[config.mk]
export PLATFORM = sky130hd
export DESIGN_NAME = regfile_writeback_arbiter
export DESIGN_NICKNAME = d
export VERILOG_FILES = /design/src/rtl/wb_pkg.sv /design/src/rtl/wb_result_fifo.sv /design/src/rtl/regfile_writeback_arbiter.sv
export SDC_FILE = /design/constraint.sdc
export NUM_CORES = 1
export LEC_CHECK = 0
export ABC_CLOCK_PERIOD_IN_PS = 4360
export BUFFER_PORTS_ARGS = -buffer_cell sky130_fd_sc_hd__buf_4
export CORE_ASPECT_RATIO = 2
export CORE_MARGIN = 5
export CORE_UTILIZATION = 25
export DETAILED_ROUTE_END_ITERATION = 12
export MAX_ROUTING_LAYER = met4
export PLACE_DENSITY_LB_ADDON = 0.2
export REMOVE_ABC_BUFFERS = 1
export SYNTH_ARGS = -nofsm -noshare
export SYNTH_HDL_FRONTEND = slang
export SYNTH_SLANG_ARGS = --single-unit
[constraint.sdc]
create_clock -name clock -period 4.36 [get_ports clock]
set_input_delay 0.218 -clock clock [delete_from_list [all_inputs] [get_ports clock]]
set_output_delay 0.218 -clock clock [all_outputs]
set_load 0.005 [all_outputs]
[src/rtl/wb_pkg.sv]
// Shared widths and the register-file write request type.
package wb_pkg;

  localparam int unsigned REG_W    = 32;
  localparam int unsigned ADDR_W   = 5;
  localparam int unsigned NUM_REGS = 32;

  // One write toward the register-file port
  typedef struct packed {
    logic              we;
    logic [ADDR_W-1:0] rd;
    logic [REG_W-1:0]  data;
  } wb_req_t;

endpackage

[src/rtl/wb_result_fifo.sv]
// FIFO of buffered MLU results {rd, data} with per-entry valid/rd exposed for the pending mask.
module wb_result_fifo
  import wb_pkg::*;
#(
  parameter int unsigned DEPTH = 4
) (
  input  logic                           clock,
  input  logic                           reset,
  input  logic                           push_i,
  input  logic [ADDR_W-1:0]              push_rd_i,
  input  logic [REG_W-1:0]               push_data_i,
  input  logic                           pop_i,
  output logic [ADDR_W-1:0]              head_rd_o,
  output logic [REG_W-1:0]               head_data_o,
  output logic                           full_o,
  output logic                           empty_o,
  output logic [DEPTH-1:0]               entry_valid_o,
  output logic [DEPTH-1:0][ADDR_W-1:0]   entry_rd_o
);

  localparam int unsigned PTR_W = $clog2(DEPTH);
  localparam int unsigned CNT_W = $clog2(DEPTH + 1);

  logic [PTR_W-1:0]                wr_ptr_q, wr_ptr_d;
  logic [PTR_W-1:0]                rd_ptr_q, rd_ptr_d;
  logic [CNT_W-1:0]                count_q, count_d;
  logic [DEPTH-1:0]                valid_q, valid_d;
  logic [DEPTH-1:0][ADDR_W-1:0]    rd_q, rd_d;
  logic [DEPTH-1:0][REG_W-1:0]     data_q, data_d;
  logic                            push_ok, pop_ok;

  assign full_o        = (count_q == CNT_W'(DEPTH));
  assign empty_o       = (count_q == '0);
  assign push_ok       = push_i && !full_o;
  assign pop_ok        = pop_i && !empty_o;
  assign head_rd_o     = rd_q[rd_ptr_q];
  assign head_data_o   = data_q[rd_ptr_q];
  assign entry_valid_o = valid_q;
  assign entry_rd_o    = rd_q;

  // Next-state: write at tail, retire at head; pointers wrap modulo DEPTH
  always_comb begin
    wr_ptr_d = wr_ptr_q;
    rd_ptr_d = rd_ptr_q;
    valid_d  = valid_q;
    rd_d     = rd_q;
    data_d   = data_q;
    if (push_ok) begin
      rd_d[wr_ptr_q]    = push_rd_i;
      data_d[wr_ptr_q]  = push_data_i;
      valid_d[wr_ptr_q] = 1'b1;
      wr_ptr_d          = wr_ptr_q + PTR_W'(1);
    end
    if (pop_ok) begin
      valid_d[rd_ptr_q] = 1'b0;
      rd_ptr_d          = rd_ptr_q + PTR_W'(1);
    end
    count_d = count_q + CNT_W'(push_ok) - CNT_W'(pop_ok);
  end

  // Storage and pointer registers
  always_ff @(posedge clock or posedge reset) begin
    if (reset) begin
      wr_ptr_q <= '0;
      rd_ptr_q <= '0;
      count_q  <= '0;
      valid_q  <= '0;
      rd_q     <= '0;
      data_q   <= '0;
    end else begin
      wr_ptr_q <= wr_ptr_d;
      rd_ptr_q <= rd_ptr_d;
      count_q  <= count_d;
      valid_q  <= valid_d;
      rd_q     <= rd_d;
      data_q   <= data_d;
    end
  end

endmodule

[src/rtl/regfile_writeback_arbiter.sv]
// Merges pipeline writeback (priority) and buffered MLU results onto the single regfile write port.
module regfile_writeback_arbiter
  import wb_pkg::*;
#(
  parameter int unsigned DEPTH        = 4,
  parameter int unsigned STARVE_LIMIT = 8
) (
  input  logic                clock,
  input  logic                reset,
  input  logic                pipe_we,
  input  logic [ADDR_W-1:0]   pipe_rd,
  input  logic [REG_W-1:0]    pipe_data,
  output logic                pipe_hold,
  input  logic                mlu_valid,
  input  logic [ADDR_W-1:0]   mlu_rd,
  input  logic [REG_W-1:0]    mlu_data,
  output logic                mlu_ready,
  output logic                write_enable,
  output logic [ADDR_W-1:0]   rd_address,
  output logic [REG_W-1:0]    rd_data,
  output logic [NUM_REGS-1:0] pending_mask,
  output logic                conflict_err
);

  localparam int unsigned SC_W = $clog2(STARVE_LIMIT + 1);

  logic                         fifo_push, fifo_pop, fifo_full, fifo_empty;
  logic [ADDR_W-1:0]            head_rd;
  logic [REG_W-1:0]             head_data;
  logic [DEPTH-1:0]             entry_valid;
  logic [DEPTH-1:0][ADDR_W-1:0] entry_rd;
  logic [SC_W-1:0]              starve_cnt_q, starve_cnt_d;
  logic                         conflict_q, conflict_d;
  logic                         pipe_req;
  wb_req_t                      wr;

  wb_result_fifo #(.DEPTH(DEPTH)) u_fifo (
    .clock         (clock),
    .reset         (reset),
    .push_i        (fifo_push),
    .push_rd_i     (mlu_rd),
    .push_data_i   (mlu_data),
    .pop_i         (fifo_pop),
    .head_rd_o     (head_rd),
    .head_data_o   (head_data),
    .full_o        (fifo_full),
    .empty_o       (fifo_empty),
    .entry_valid_o (entry_valid),
    .entry_rd_o    (entry_rd)
  );

  // Ready tracks only the registered full flag, so a same-cycle pop never makes room
  assign mlu_ready = !reset && !fifo_full;
  // Results for r0 are acknowledged but dropped
  assign fifo_push = mlu_valid && mlu_ready && (mlu_rd != '0);
  assign pipe_req  = pipe_we && (pipe_rd != '0);
  assign pipe_hold = !reset && !fifo_empty && (starve_cnt_q == SC_W'(STARVE_LIMIT));

  // Registers with a buffered result still waiting for the port
  always_comb begin
    pending_mask = '0;
    for (int unsigned i = 0; i < DEPTH; i++) begin
      if (entry_valid[i]) pending_mask[entry_rd[i]] = 1'b1;
    end
  end

  // Port select: forced drain, then pipeline, then opportunistic drain
  always_comb begin
    wr       = '0;
    fifo_pop = 1'b0;
    if (!reset) begin
      if (pipe_hold) begin
        wr       = '{we: 1'b1, rd: head_rd, data: head_data};
        fifo_pop = 1'b1;
      end else if (pipe_req) begin
        wr = '{we: 1'b1, rd: pipe_rd, data: pipe_data};
      end else if (!fifo_empty) begin
        wr       = '{we: 1'b1, rd: head_rd, data: head_data};
        fifo_pop = 1'b1;
      end
    end
  end

  assign write_enable = wr.we;
  assign rd_address   = wr.rd;
  assign rd_data      = wr.data;
  assign conflict_err = conflict_q;

  // Starvation age of the FIFO head and sticky conflict flag
  always_comb begin
    starve_cnt_d = starve_cnt_q;
    conflict_d   = conflict_q;
    if (fifo_empty || fifo_pop) begin
      starve_cnt_d = '0;
    end else if (starve_cnt_q != SC_W'(STARVE_LIMIT)) begin
      starve_cnt_d = starve_cnt_q + SC_W'(1);
    end
    if (pipe_req && !pipe_hold && pending_mask[pipe_rd]) conflict_d = 1'b1;
  end

  // State registers
  always_ff @(posedge clock or posedge reset) begin
    if (reset) begin
      starve_cnt_q <= '0;
      conflict_q   <= 1'b0;
    end else begin
      starve_cnt_q <= starve_cnt_d;
      conflict_q   <= conflict_d;
    end
  end

endmodule
; Word level (Yosys, flattened, before mapping)
; Index checks and enable logic that the tools add are counted.
; W data, S select, Z words.
[totals]
output_inout_bits = 73
word_cells = 106
ff_bits = 164
[op_classes]
addsub = 5
eq_ne = 3
n_reduce_logical = 25
order_cmp = 13
mux = 40
bitwise = 6
[op_table]
columns = op, n
row1 = $mux W32, 6
row2 = $mux W38, 4
row3 = $bwmux W128, 1
row4 = $or A32 B32 Y32, 3
row5 = $bmux W32 S2, 1
row6 = $demux W32 S2, 1
row7 = $lt A5 B6 Y1 const B, 5
row8 = $bwmux W20, 1
row9 = $demux W1 S5, 4
row10 = $ge A5 B1 Y1 const B, 4
row11 = $logic_and A1 B1 Y1, 16
row12 = $mux W4, 4
row13 = $mux W1, 11
row14 = $bmux W5 S2, 1
row15 = $demux W5 S2, 1
row16 = $mux W5, 2
row17 = $reduce_bool A5 Y1, 2
row18 = $lt A2 B3 Y1 const B, 2
row19 = $bmux W1 S5, 1
row20 = $add A2 B1 Y2 const B, 2
row21 = $add A4 B1 Y4 const B, 1
row22 = $and A4 B4 Y4, 1
row23 = $demux W1 S2, 2
row24 = $eq A4 B4 Y1 const B, 1
row25 = 11 further kinds, 15

; Depth between registers and ports, before layout
; Gate-level depths: netlist of the first run.
[logic_depth]
word_depth = 14
depth_mapped = 12

; Cells and area by module
; A second synthesis of the first run with hierarchy kept.
[unflattened]
cells_unflattened = 780
hier_area_um2 = 9710.6
[by_module_without_submodules]
columns = module, cells_each, area_per_inst_um2, n_inst, seq_area_each_um2
row1 = wb_result_fifo, 408, 7299.5, 1, 3978.8
row2 = regfile_writeback_arbiter, 372, 2411.1, 1, 125.1

; Least setup slack after synthesis of the first run
; Ideal clock, no wire load.
[synth_timing]
path_kind = input port to output port
start = input reset
end = output rd_address[0]
path_buffers = 2
cell_stages = 5
slack_ns = -0.358
required_ns = 4.142
arrival_time_ns = 4.500
path_cell_list = inv_1 > nand2_1 > clkbuf_1 > buf_1 > a21oi_1
[synth_via]
elab_chain_len = 5
[synth_rtl]
columns = element, line_no
row1 = start: declaration, regfile_writeback_arbiter.sv:9  ; input logic reset,
row2 = $logic_not A1 Y1 (no line), n/a
row3 = $logic_and A1 B1 Y1 (2 in series), regfile_writeback_arbiter.sv:57  ; assign pipe_hold = !reset && !fifo_empty && (starve_cnt_q == SC_W'(STARVE_LIMIT));
row4 = $mux W38, regfile_writeback_arbiter.sv:72  ; if (pipe_hold) begin
row5 = $mux W38 (*), regfile_writeback_arbiter.sv:71  ; if (!reset) begin
row6 = end: declaration, regfile_writeback_arbiter.sv:19  ; output logic [ADDR_W-1:0] rd_address,
; Every way passes the cells marked *; elsewhere a longest branch is shown, timed or not.

; Worst setup path in the final report of the first run
[layout_timing]
start = register starve_cnt_q[0]
end = output rd_data[17]
[layout_via]
elab_chain_len = 4
[layout_rtl]
columns = element, line_no
row1 = start: declaration, regfile_writeback_arbiter.sv:32  ; logic [SC_W-1:0] starve_cnt_q, starve_cnt_d;
row2 = start signal: assignment, regfile_writeback_arbiter.sv:107  ; starve_cnt_q <= starve_cnt_d;
row3 = $eq A4 B4 Y1, regfile_writeback_arbiter.sv:57
row4 = $logic_and A1 B1 Y1, regfile_writeback_arbiter.sv:57
row5 = $mux W38, regfile_writeback_arbiter.sv:72
row6 = $mux W38, regfile_writeback_arbiter.sv:71
row7 = end: declaration, regfile_writeback_arbiter.sv:20  ; output logic [REG_W-1:0] rd_data,
; Every way passes these cells.

==> impl_metrics.toml, run 1 <==
[status]
status = "finished, final reports clean"

[sta]
drv_slew = 0
setup_ws_ns = 1.131
post-route-period-util_pct = 74.06
fin_skew_ns = 0.01131
hold-worst-slack_ns = 0.03877
final_hold_viol_count = 0
max_freq_ghz = 0.3097
min_period_ns = 3.229
relSlewSlack_pct = 39.74
max_slew.worst_pin.slew_ns = 0.9020
grt_setup_unrepaired = "no"
setup_viol = 0

[floorplan]
ios = 151
start_util_pct = 25.06
dieWidth_um = 146.3
fp.coreArea_um2 = 37040
die_h_um = 282.5
rows = 100
die_area_um2 = 41320

[layout]
mostFrequentLayoutCell = "buf_4"
layout-drive-gt1-share_pct = 45.19
multiInputGateArea_um2 = 4827
design_area_um2 = 11520
fin_util_pct = 31.12
seqCellArea_um2 = 4106
fin_nets = 1014
final_cell_mix = "167 x buf_4, 162 x dfrtp_1, 149 x mux2_2"
fill_cells = 3860
final_cell_count_no_fill = 1395
syn_to_final_growth_pct = 24.15
antenna_cells = 0

[synth]
yosys-top-cells-area = "dfrtp_1 44%, mux2_2 18%, mux4_2 9.7%"
synth-seq-cells = 164
synth_top_area_cell = "dfrtp_1"
yosysSeqAreaShare_pct = 44.21
synthArstFlopShare_pct = 100.0
yosysWarnings = 0
yosysUniqueCellTypes = 69
postSynthCellCount = 792
synth_edf_count = 0
ys.flop_type = "dfrtp_1"
syn-mean-instance-area_um2 = 11.72
netlist.area_leader.share_pct = 44.21
synth_area_um2 = 9283

[route]
via_per_inst = 5.050
routed_wl_um = 30420
firstDrtPassIters = 4
drt.antenna.violating_nets = 0
drcViolationCount = 0
wl_per_cell_um = 21.81
routed-via-count = 7045
drtIter0Drc = 248

[clock_tree]
post_cts_buffers = 0
clock-sinks = 164
clkTransAtPathRegs_ns = 0.07
cts_tree = "yes"
cts_max_path_buffers = 2
htreeDepth = 4
clk_latency_ns = 0.44
cts_buffers = 17
clock-root-buffer = "clkbuf_16"

[worst_setup_path]
slowest_delay_ns = 0.61
worst_path_max_delay_cell = "nor4_1"
path_depth = 9
r2r_slack_ns = 1.51
crit_type = "flop to primary output"
path_cells = "inv_1, ha_1, nand2_1, nor4_1, or2_2, buf_4, nand2_1, a21oi_1, buf_4"
crit_path_end_kind = "primary output"
cp_data_arrival_time_ns = 3.01
critPathBufInv = 3
cp.required_ns = 4.14
reg2reg_depth = 7
startpoint_type = "flop"
crit_fanout = 31
r2r-end = "conflict_err"
reg2reg_from = "u_fifo.entry_rd_o[11]"
cp_top_family = "simple AND/OR/NAND/NOR gates"

[hold_path]
hp-class = "input port to flop"
hp-start = "mlu_data[13]"
hold_depth = 2
holdPathEnd = "u_fifo.data_q[13]"

[global_routing]
grt_pass1_vias = 7793
grtUsageTotal_pct = 15.17
grt_antenna_before_repair = 0
grt_max_degree = 63
grt_pass1_wl_um = 46440
overflow = 0

[pwr]
p_leak_nw = 5.087
power.density_nw_per_um2 = 701.3
vdd_drop_max_mv = 0.2538

[flow_run]
maxCapViolations = 0

[placement]
routabilityCongestion = 0.9056
dp_hpwl_um = 22470
dpl_cell_area_um2 = 10880
numPortBuffers = 150
placedCellCount = 1362
pre_cts_ws_ns = 1.520
## power by group
group          internal (mW)  switching [mW]  leakage, nW
logic                   1.91            1.50         2.79
registers               2.27           0.740         1.97
clock network          0.978           0.677        0.318
total                   5.16            2.92         5.09
## through the flow
| step | setup TNS (ns) | power, mW |
|---|---|---|
| 2_1_floorplan | -122.76 | 5.106 |
| 3_3_place_gp | 0 | 6.460 |
| 3_5_place_dp | 0 | 6.504 |
| 4_1_cts | 0 | 8.191 |
| 5_1_grt | 0 | 8.587 |
| 6_report | 0 | 8.082 |
## final cells by class
class	instances	area share, %
inverters	29	0.9879
repair buffers	168	10.97
multi-input cells	543	41.88
clock buffers	17	3.691
flip-flops and latches	164	35.63
well taps	459	4.983
clock inverters	15	1.856
## worst max-delay path by stage
stage,start,end
finish,starve_cnt_q[0],rd_data[17]
global route,starve_cnt_q[0],rd_data[17]
CTS,starve_cnt_q[0],rd_data[17]
detailed placement,starve_cnt_q[0],rd_data[17]
global placement,pipe_rd[0],u_fifo.count_q[2]
floorplan,reset,rd_address[0]
## registers in the layout, summed over array words and instances, names as in the netlist
name,cells
u_fifo.entry_rd_o,20
u_fifo.wr_ptr_q,2
u_fifo.entry_valid_o,4
u_fifo.data_q,128
conflict_err,1
u_fifo.rd_ptr_q,2
starve_cnt_q,4
u_fifo.count_q,3
## routing by layer
layer | track usage, % | up-vias | routed length [um]
met3 | 1.940 | 73 | 893
met1 | 14.54 | 3593 | 10650
li1 | - | 3177 | -
met4 | 8.043 | 0 | 1301
met2 | 29.25 | 202 | 17570
met5 | - | - | 0
## timing repair
| action | 4_1_cts | 5_1_grt |
|---|---|---|
| gates resized for setup | 0 | 0 |
| hold buffers | 1 | 0 |
| endpoints found under the hold margin | 41 | 0 |
## Yosys cell counts (all sizes together) (3+ instances only)
master   count
dfrtp      164
mux2       149
nand2       93
mux4        42
a21oi       38
o22ai       34
buf         30
inv         28
clkbuf      26
nor2        23
nor3        13
ha          12
nand3b      12
or3b        11
nand3       10
or2         10
nand2b       7
or3          7
a2111oi      6
a22oi        6
and3b        6
a211oi       5
nor2b        5
xnor2        5
a211o        4
a221o        4
o21ai        4
and3         3
o22a         3
## kinds of logic after synthesis
group	synth area share, %
adder cells (fa/ha/maj)	1.833
buffers and inverters	4.003
AO/OA/AOI/OAI	8.546
flip-flops	44.21
multiplexers	28.45
XOR/XNOR	0.6605
AND/OR/NAND/NOR	12.29
## worst register-to-register path, delay by kind of cell (launching register included)
kind / cells / cell delay (ns)
AND/OR/NAND/NOR: 2 / 0.79
AO/OA/AOI/OAI: 4 / 0.99
flip-flops: 1 / 0.44
multiplexers: 1 / 0.53
No activity file was read; power rests on OpenSTA's default activity.
==> inputs of run 2 (changes only) <==
Settings changed: ABC_CLOCK_PERIOD_IN_PS 4360 to 2910.
Clock period 4.36 ns to 2.91 ns, I/O delays scaled along.
==> run 2 against run 1 <==
Critical path depth is 1 lower. Die area stayed put. Clock skew hardly changed. Final area is 4.4% higher. Wire length is 2.6% higher. Hold slack better by 0.17 ns. Non-clock buffer count is 60 higher. Core utilization is 1.4 points higher. Clock power is 29% higher. Combinational power is 60% higher. Critical path type is now flop to flop. Largest cell class unchanged. Highest routed layer unchanged.
==> impl_metrics.toml, run 2 (same netlist as run 1, synthesis figures left out) <==
[status]
status = "finished, final reports clean"

[clock_tree]
cts_tree = "yes"
post_cts_buffers = 0
cts_max_path_buffers = 2
htreeDepth = 4
clkTransAtPathRegs_ns = 0.07
clock-root-buffer = "clkbuf_16"
clock-sinks = 164
clk_latency_ns = 0.44
cts_buffers = 17

[route]
drtIter0Drc = 299
routed_wl_um = 31220
routed-via-count = 7245
drcViolationCount = 0
via_per_inst = 4.979
firstDrtPassIters = 7
wl_per_cell_um = 21.46
drt.antenna.violating_nets = 0

[placement]
pre_cts_ws_ns = 0.1634
dp_hpwl_um = 23600
numPortBuffers = 150
routabilityCongestion = 0.9348
dpl_cell_area_um2 = 11090

[worst_setup_path]
crit_path_end_kind = "flop"
crit_fanout = 13
startpoint_type = "flop"
r2r-end = "conflict_err"
crit_type = "flop to flop"
reg2reg_from = "u_fifo.entry_rd_o[7]"
r2r_slack_ns = 0.14
reg2reg_depth = 8
cp_data_arrival_time_ns = 3.09
cp.required_ns = 3.23

[layout]
regMostFlops = "u_fifo.data_q"
largest_reg_flops = 128
design_area_um2 = 12030
antenna_cells = 0
fin_nets = 1074
final_cell_mix = "186 x buf_4, 162 x dfrtp_1, 149 x mux2_2"
fin_util_pct = 32.48
mostFrequentLayoutCell = "buf_4"
fill_cells = 3809
layout-drive-gt1-share_pct = 44.78
syn_to_final_growth_pct = 29.60

[sta]
grt_setup_unrepaired = "no"
post-route-period-util_pct = 95.32
setup_ws_ns = 0.1362
setup_viol = 0
drv_slew = 0
min_period_ns = 2.774
relSlewSlack_pct = 32.95
max_freq_ghz = 0.3605
final_hold_viol_count = 0
fin_skew_ns = 0.01105
max_slew.worst_pin.slew_ns = 1.006

[flow_run]
maxCapViolations = 0

[global_routing]
grt_pass1_vias = 7925
overflow = 0
grtUsageTotal_pct = 15.70
grt_antenna_before_repair = 0
grt_max_degree = 165
grt_pass1_wl_um = 47650

[pwr]
vdd_drop_max_mv = 0.3675
p_leak_nw = 5.323
power_mw = 11.95
power.density_nw_per_um2 = 993.1

[hold_path]
hold_depth = 3
holdPathEnd = "conflict_err"
hp-start = "pipe_rd[4]"
hp-class = "input port to flop"

[floorplan]
ios = 151
die_area_um2 = 41320
rows = 100
dieWidth_um = 146.3
die_h_um = 282.5
start_util_pct = 25.06
fp.coreArea_um2 = 37040
-- run 2: repair_timing --
item	CTS	global route
endpoints found under the hold margin	148	7
hold buffers	37	1
gates resized for setup	0	2
setup endpoints to repair	0	2
-- run 2: worst max path at each step --
stage / end / depth (start not counted) / slack (ns) / from
CTS: rd_data[27] / 10 / 0.13 / starve_cnt_q[0]
finish: conflict_err / 8 / 0.14 / u_fifo.entry_rd_o[7]
floorplan: rd_address[0] / 3 / -3.20 / reset
detailed placement: conflict_err / 8 / 0.16 / u_fifo.entry_rd_o[7]
global placement: conflict_err / 8 / 0.16 / u_fifo.entry_rd_o[7]
global route: conflict_err / 8 / 0.02 / u_fifo.entry_rd_o[7]
-- run 2: cell type report --
type	count	area, um^2	area share, %
well taps	459	574.3	4.774
clock inverters	10	73.82	0.6136
inverters	29	113.9	0.9464
repair buffers	228	1848	15.36
clock buffers	22	484.2	4.025
flip-flops and latches	164	4106	34.13
multi-input cells	543	4830	40.15
-- run 2: stage by stage --
stage          hold slack (ns)  instances  TNS, ns
6_report                0.2103       1455        0
5_1_grt                 0.2014       1455        0
4_1_cts                0.02197       1454        0
3_5_place_dp            0.4100       1385        0
3_3_place_gp            0.4082       1385        0
2_1_floorplan           0.2962        736  -398.26
-- run 2: metal layers --
| layer | up-vias | GRT usage, % | wire length [um] |
|---|---|---|---|
| li1 | 3300 | - | - |
| met1 | 3659 | 14.64 | 10640 |
| met2 | 201 | 30.51 | 18040 |
| met3 | 85 | 2.180 | 930 |
| met4 | 0 | 8.527 | 1612 |
| met5 | - | - | 0 |
-- run 2: worst max-delay path, cell delays in order, from the launching register on --
cell      delay (ns)
dfrtp_1         0.62
and4b_1         0.30
a22o_1          0.23
or3_1           0.32
mux4_2          0.47
nand2_1         0.13
a221oi_2        0.08
buf_4           0.15
or3_1           0.34
-- run 2: where the power goes --
| part | internal, mW | switching, mW | leakage [nW] |
|---|---|---|---|
| Combinational | 3.04 | 2.42 | 3.08 |
| Clock | 1.18 | 0.953 | 0.272 |
| Sequential | 3.41 | 0.938 | 1.97 |
| Total | 7.64 | 4.31 | 5.32 |
